===== config.mk =====
export PLATFORM = sky130hd
export DESIGN_NAME = cache_trace_feeder
export DESIGN_NICKNAME = d
export VERILOG_FILES = /design/src/rtl/cache_trace_feeder.sv
export SDC_FILE = /design/constraint.sdc
export NUM_CORES = 1
export LEC_CHECK = 0
export ABC_AREA = 0
export CORE_MARGIN = 2
export CORE_UTILIZATION = 53
export DETAILED_ROUTE_END_ITERATION = 10
export PLACE_DENSITY = 0.77
export RECOVER_POWER = 50
export REMOVE_ABC_BUFFERS = 1
export SLEW_MARGIN = 10
export SYNTH_ARGS = -nofsm -noshare
export SYNTH_HDL_FRONTEND = slang
export SYNTH_SLANG_ARGS = --single-unit

===== constraint.sdc =====
create_clock -name clk -period 6.51 [get_ports clk]
set_input_delay 0.9765 -clock clk [delete_from_list [all_inputs] [get_ports clk]]
set_output_delay 0.9765 -clock clk [all_outputs]
set_load 0.05 [all_outputs]

===== src/rtl/cache_trace_feeder.sv =====
// Trace-entry FIFO plus issue sequencer for the cache model: holds each issued
// entry for HOLD_CYCLES and absorbs repeated addresses. Optional macro: TRACE_FEEDER_STATS_EN.
module cache_trace_feeder #(
  parameter int                ADDR_W      = 48,
  parameter int                OP_W        = 8,
  parameter int                DEPTH       = 8,
  parameter int                HOLD_CYCLES = 8,
  parameter logic [OP_W-1:0]   OP_READ     = OP_W'(8'h52),
  parameter logic [OP_W-1:0]   OP_WRITE    = OP_W'(8'h57)
) (
  input  logic                     clk,
  input  logic                     reset,
  input  logic                     in_valid,
  output logic                     in_ready,
  input  logic [ADDR_W-1:0]        in_addr,
  input  logic [OP_W-1:0]          in_op,
  output logic [ADDR_W-1:0]        cache_addr,
  output logic [OP_W-1:0]          cache_op,
  output logic                     issue_pulse,
  output logic                     busy,
  output logic [$clog2(DEPTH):0]   fifo_count,
  output logic [11:0]              dup_count,
  output logic [11:0]              bad_op_count,
`ifdef TRACE_FEEDER_STATS_EN
  output logic [11:0]              num_issued_reads,
  output logic [11:0]              num_issued_writes,
`endif
  output logic                     dbg_state
);

  localparam int AW = $clog2(DEPTH);
  localparam int HW = $clog2(HOLD_CYCLES);
  localparam logic [HW-1:0] HOLD_LOAD = HW'(HOLD_CYCLES - 1);
  localparam logic [AW:0]   PTR_ONE   = (AW+1)'(1);

  typedef enum logic {IDLE = 1'b0, HOLD = 1'b1} state_t;

  state_t            state, next_state;
  logic [HW-1:0]     hold_cnt, next_hold;
  logic [AW:0]       wptr, rptr;
  logic [ADDR_W-1:0] mem_addr [DEPTH];
  logic [OP_W-1:0]   mem_op   [DEPTH];
  logic [ADDR_W-1:0] head_addr;
  logic [OP_W-1:0]   head_op;
  logic              full, empty, accept, op_ok, store, reject;
  logic              pop, issue, dup;

  function automatic logic [11:0] sat_inc(input logic [11:0] v);
    return (v == 12'hFFF) ? v : v + 12'd1;
  endfunction

  // Handshake: an entry transfers on a rising edge where in_valid && in_ready.
  // in_ready depends only on reset and FIFO fullness, never on in_valid, so a
  // pop in the same cycle cannot make room for a push into a full FIFO.
  assign full     = (wptr[AW-1:0] == rptr[AW-1:0]) && (wptr[AW] != rptr[AW]);
  assign empty    = (wptr == rptr);
  assign in_ready = reset & ~full;
  assign accept   = in_valid & in_ready;
  assign op_ok    = (in_op == OP_READ) || (in_op == OP_WRITE);
  assign store    = accept & op_ok;
  assign reject   = accept & ~op_ok;

  assign head_addr  = mem_addr[rptr[AW-1:0]];
  assign head_op    = mem_op[rptr[AW-1:0]];
  assign fifo_count = wptr - rptr;
  assign busy       = (state != IDLE) || !empty;
  assign dbg_state  = (state == HOLD);

  always_ff @(posedge clk) begin
    if (store) begin
      mem_addr[wptr[AW-1:0]] <= in_addr;
      mem_op[wptr[AW-1:0]]   <= in_op;
    end
  end

  // The cache only sees a new request when the address changes, so a head
  // matching the presented address is popped and counted instead of issued.
  always_comb begin
    next_state = state;
    next_hold  = hold_cnt;
    pop        = 1'b0;
    issue      = 1'b0;
    dup        = 1'b0;
    case (state)
      IDLE: begin
        if (!empty) begin
          pop = 1'b1;
          if (head_addr == cache_addr) begin
            dup = 1'b1;
          end else begin
            issue      = 1'b1;
            next_hold  = HOLD_LOAD;
            next_state = HOLD;
          end
        end
      end
      HOLD: begin
        if (hold_cnt == '0) next_state = IDLE;
        else                next_hold  = hold_cnt - 1'b1;
      end
      default: next_state = IDLE;
    endcase
  end

  always_ff @(posedge clk or negedge reset) begin
    if (!reset) begin
      state        <= IDLE;
      hold_cnt     <= '0;
      wptr         <= '0;
      rptr         <= '0;
      cache_addr   <= '0;
      cache_op     <= '0;
      issue_pulse  <= 1'b0;
      dup_count    <= '0;
      bad_op_count <= '0;
    end else begin
      state       <= next_state;
      hold_cnt    <= next_hold;
      issue_pulse <= issue;
      if (store) wptr <= wptr + PTR_ONE;
      if (pop)   rptr <= rptr + PTR_ONE;
      if (issue) begin
        cache_addr <= head_addr;
        cache_op   <= head_op;
      end
      if (dup)    dup_count    <= sat_inc(dup_count);
      if (reject) bad_op_count <= sat_inc(bad_op_count);
    end
  end

`ifdef TRACE_FEEDER_STATS_EN
  always_ff @(posedge clk or negedge reset) begin
    if (!reset) begin
      num_issued_reads  <= '0;
      num_issued_writes <= '0;
    end else if (issue) begin
      if (head_op == OP_READ)  num_issued_reads  <= sat_inc(num_issued_reads);
      if (head_op == OP_WRITE) num_issued_writes <= sat_inc(num_issued_writes);
    end
  end
`endif

endmodule


==> impl_results.html <==
<table>
<tr><th>Metric</th><th>Value</th></tr>
<tr><th colspan="2">Outcome</th></tr>
<tr><td>Outcome</td><td>finished, violations left</td></tr>
<tr><td>Violations in the final reports</td><td>max-capacitance violations, max-slew violations</td></tr>
<tr><th colspan="2">Synthesis</th></tr>
<tr><td>Flops &amp; latches, synth</td><td>541</td></tr>
<tr><td>Post-Synthesis Mean Instance Area</td><td>18.6 µm²</td></tr>
<tr><td>Number of distinct library cells after synthesis</td><td>just over 50</td></tr>
<tr><td>Async set-reset flop share out of synthesis</td><td>17.2%</td></tr>
<tr><td>Proportion of synthesized chip area in sequential cells</td><td>72.9%</td></tr>
<tr><td>Commonest register cell after synthesis</td><td>sky130_fd_sc_hd__edfxtp_1</td></tr>
<tr><td>Area share of the leading cell type in the synthesized netlist</td><td>62.1%</td></tr>
<tr><td>Most numerous cell in the Yosys netlist</td><td>sky130_fd_sc_hd__edfxtp_1</td></tr>
<tr><td>Synth top cells by count</td><td>sky130_fd_sc_hd__edfxtp_1, sky130_fd_sc_hd__dfrtp_1, sky130_fd_sc_hd__mux2i_1, sky130_fd_sc_hd__nand2_1, sky130_fd_sc_hd__mux4_2</td></tr>
<tr><td>Warnings, synthesis</td><td>0</td></tr>
<tr><td>Cells after Synth</td><td>between 1000 and 1500</td></tr>
<tr><td>Syn Std Cell Area</td><td>0.0217 mm²</td></tr>
<tr><td>Most area-consuming cells after synthesis</td><td>sky130_fd_sc_hd__edfxtp_1, sky130_fd_sc_hd__dfrtp_1, sky130_fd_sc_hd__mux4_2</td></tr>
<tr><td>Cell type with the highest aggregate area in the netlist</td><td>sky130_fd_sc_hd__edfxtp_1</td></tr>
<tr><td>Number of enable-type register cells in the synthesized netlist</td><td>448</td></tr>
<tr><th colspan="2">Critical path</th></tr>
<tr><td>Type of the worst setup path</td><td>reg2reg</td></tr>
<tr><td>Worst Path Arrival</td><td>roughly 5500 ps</td></tr>
<tr><td>Kind of end point of the critical path</td><td>flip-flop</td></tr>
<tr><td>Crit-path max FO</td><td>25</td></tr>
<tr><td>Type of origin of the critical path</td><td>flip-flop</td></tr>
<tr><td>CP Data Required Time</td><td>between 6000 and 7000 ps</td></tr>
<tr><th colspan="2">Floorplan</th></tr>
<tr><td>Effective utilization at floorplan</td><td>53.4%</td></tr>
<tr><td>IO Pins</td><td>147</td></tr>
<tr><td>Die height</td><td>slightly above 200 µm</td></tr>
<tr><td>Chip width</td><td>206 µm</td></tr>
<tr><td>Row count</td><td>74</td></tr>
<tr><td>Area inside the core boundary</td><td>between 0.04 and 0.05 mm²</td></tr>
<tr><td>Total die area</td><td>0.0425 mm²</td></tr>
<tr><th colspan="2">Routing</th></tr>
<tr><td>Met2 wire length</td><td>22900 µm</td></tr>
<tr><td>Routed vias</td><td>11147</td></tr>
<tr><td>Number of detailed-route iterations in the first pass</td><td>5</td></tr>
<tr><td>First DRT Iteration DRCs</td><td>approximately 950</td></tr>
<tr><td>Routed length per instance</td><td>23.8 µm</td></tr>
<tr><td>Number of vias per cell</td><td>5.82</td></tr>
<tr><td>Length of routed wiring on met1</td><td>about 19000 µm</td></tr>
<tr><td>DR WL met3</td><td>2890 µm</td></tr>
<tr><td>DRC errors left</td><td>0</td></tr>
<tr><td>Top layer used by detailed routing</td><td>met5</td></tr>
<tr><td>Aggregate routed wire length</td><td>approximately 46000 µm</td></tr>
<tr><td>Number of nets with antenna violations after detailed routing</td><td>0</td></tr>
<tr><th colspan="2">STA</th></tr>
<tr><td>Number of slew-limit violations in the final report</td><td>97</td></tr>
<tr><td>Post-route worst hold slack</td><td>486 ps</td></tr>
<tr><td>Share of the cycle needed by the critical path after routing</td><td>77.5%</td></tr>
<tr><td>Min setup slack post-route</td><td>1470 ps</td></tr>
<tr><td>Post-layout min period</td><td>5040 ps</td></tr>
<tr><td>Slew margin rel.</td><td>-50.1%</td></tr>
<tr><td>Endpoints failing hold</td><td>0</td></tr>
<tr><td>Unrepaired setup endpoints after global routing</td><td>no</td></tr>
<tr><td>Final total negative setup slack</td><td>0 ps</td></tr>
<tr><td>Fmax</td><td>around 0.20 GHz</td></tr>
<tr><td>Slew at the pin closest to its max-slew limit</td><td>2250 ps</td></tr>
<tr><td>Post-route clock skew</td><td>about 23 ps</td></tr>
<tr><td>Final setup violation count</td><td>0</td></tr>
<tr><th colspan="2">Layout</th></tr>
<tr><td>Share of the core filled with cells in the final layout</td><td>a little over three fifths</td></tr>
<tr><td>P&amp;R area growth vs syn</td><td>17.5%</td></tr>
<tr><td>Filler Cell Count</td><td>2776</td></tr>
<tr><td>Fraction of layout instances using a drive strength above 1</td><td>17.8%</td></tr>
<tr><td>Layout Cells excl Fill</td><td>1915</td></tr>
<tr><td>Final Net Count</td><td>between 1000 and 1500</td></tr>
<tr><td>Final design instance area without fill</td><td>0.0254 mm²</td></tr>
<tr><th colspan="2">Global routing</th></tr>
<tr><td>First-pass GRT wire length</td><td>68700 µm</td></tr>
<tr><td>Overflow left after global routing</td><td>0</td></tr>
<tr><td>Number of global-route vias before repair</td><td>11513</td></tr>
<tr><td>Antenna violations before repair</td><td>9</td></tr>
<tr><td>Global router's overall resource usage</td><td>21.9%</td></tr>
<tr><td>Pin count of the biggest net entering global routing</td><td>65</td></tr>
<tr><th colspan="2">Clock tree</th></tr>
<tr><td>TritonCTS buffer count</td><td>52</td></tr>
<tr><td>Total number of clock tree sinks</td><td>541</td></tr>
<tr><td>CTS tree</td><td>yes</td></tr>
<tr><td>Maximum clock insertion buffer count</td><td>3</td></tr>
<tr><td>Number of H-tree levels</td><td>2</td></tr>
<tr><td>Later-pin clock latency in the skew report</td><td>570 ps</td></tr>
<tr><td>Number of buffers inserted by post-CTS setup repair</td><td>0</td></tr>
<tr><td>Number of resized instances in the post-cts repair step</td><td>0</td></tr>
<tr><td>Count of hold buffers inserted by post-cts repair</td><td>0</td></tr>
<tr><td>Clock transition at the register clock pins on the worst setup and hold paths after CTS</td><td>60 ps</td></tr>
<tr><td>CTS Root Cell</td><td>sky130_fd_sc_hd__clkbuf_16</td></tr>
<tr><th colspan="2">Pwr</th></tr>
<tr><td>Pwr dens</td><td>446 mW/mm²</td></tr>
<tr><td>Overall power consumption</td><td>11.3 mW</td></tr>
<tr><td>Leak Pwr</td><td>9.02 nW</td></tr>
<tr><td>Worst vdd rail ir drop</td><td>roughly 0.0003 V</td></tr>
<tr><th colspan="2">Placed design</th></tr>
<tr><td>Port-buffer cells</td><td>146</td></tr>
<tr><td>Placed Area</td><td>0.0237 mm²</td></tr>
<tr><td>Dpl hpwl</td><td>26900 µm</td></tr>
<tr><td>Pre-CTS setup slack</td><td>1530 ps</td></tr>
<tr><td>GPL Wtd Cong</td><td>between 0.7 and 0.8</td></tr>
<tr><td>Placed Cells</td><td>roughly 1800</td></tr>
<tr><th colspan="2">Job</th></tr>
<tr><td>Maximum capacitance violations</td><td>2</td></tr>
<tr><th colspan="2">Min path</th></tr>
<tr><td>Worst min-delay path class</td><td>reg2reg</td></tr>
</table>
[metal layers]
| metal | vias up | track usage [%] |
|---|---|---|
| li1 | 4914 | - |
| met1 | 5755 | 29.5 |
| met2 | 388 | 36.7 |
| met3 | 82 | 3.85 |
| met4 | 8 | 6.51 |
| met5 | - | 0 |
[cell type report]
| class | instances | area [µm²] | share of cell area (%) |
|---|---|---|---|
| clock inverter | 21 | 265 | 1.04 |
| multi-input combinational | 557 | 5460 | 21.5 |
| timing repair buffer | 170 | 1730 | 6.81 |
| tap | 532 | 666 | 2.62 |
| inverter | 14 | 52.6 | 0.207 |
| clock buffer | 76 | 1470 | 5.79 |
| sequential | 541 | 15800 | 62.0 |
| antenna | 4 | 10.0 | 0.0393 |
[cells in the final DEF, fill, tap and decap left out, drive strengths merged, types with 2 or more instances in the layout]
cell type and count:
edfxtp 448, dlygate4sd3 100, dfrtp 93, clkbuf 78, nand2 75, mux2i 75
mux4 70, mux2 60, xnor2 58, clkdlybuf4s50 45, o21ai 38, nor2 31
buf 23, xor2 22, a221oi 18, nand4 17, clkinv 15, and3 13
inv 13, o22ai 11, ha 9, nand3 8, a22o 7, a22oi 7
bufinv 6, nor4 5, diode 4, o31ai 4, nand2b 4, nor3 4
nor2b 3, a21oi 2, a41oi 2, and2 2, a31oi 2
[state kept, by name, summed over array words and instances (netlist names), 3 cells and up]
signal and cells:
bad_op_count 12, cache_addr 48, cache_op 8, dup_count 12, hold_cnt 3, mem_addr 384, mem_op 64, rptr 4
wptr 4
[worst max-delay path, cell delays in order (launching register included)]
cell and delay [ps]:
sky130_fd_sc_hd__dfrtp_1 850, sky130_fd_sc_hd__buf_4 410, sky130_fd_sc_hd__nand2b_1 520, sky130_fd_sc_hd__o22ai_1 160
sky130_fd_sc_hd__a221oi_1 440, sky130_fd_sc_hd__xor2_1 130, sky130_fd_sc_hd__nor4_1 580, sky130_fd_sc_hd__nand4_1 230
sky130_fd_sc_hd__and4b_1 320, sky130_fd_sc_hd__nand2b_4 410, sky130_fd_sc_hd__buf_4 480, sky130_fd_sc_hd__mux2_4 340
[cells by family (layout without fill, tap and decap cells)]
kind of cell	after synthesis	after routing	share of synthesized area, %
fa+ha+maj	10	10	0.612
xor+xnor	80	80	3.23
other cells	0	4	0
flops	541	541	72.9
mux	205	205	14.5
buf+inv	66	281	2.23
simple gates	168	168	3.66
compound gates	94	94	2.94
[path summary, 6_finish.rpt]
path / slack, ps / cells past startpoint / startpoint / endpoint
setup / recovery: 1470 / 11 / rptr[2] / cache_op[5]
hold / removal: 490 / 1 / dup_count[6] / dup_count[6]
hold reg to reg: 490 / 1 / dup_count[6] / dup_count[6]
setup reg to reg: 1470 / 11 / rptr[2] / cache_op[5]
min in group asynchronous: 1070 / 1 / reset / dup_count[10]
max in group asynchronous: 2530 / 2 / reset / rptr[0]
[power by group]
part	switching [mW]	internal (mW)
registers	0.372	3.98
logic	2.27	1.68
clock network	1.24	1.81
total	3.87	7.47
Power figures use the tool's default switching activity.
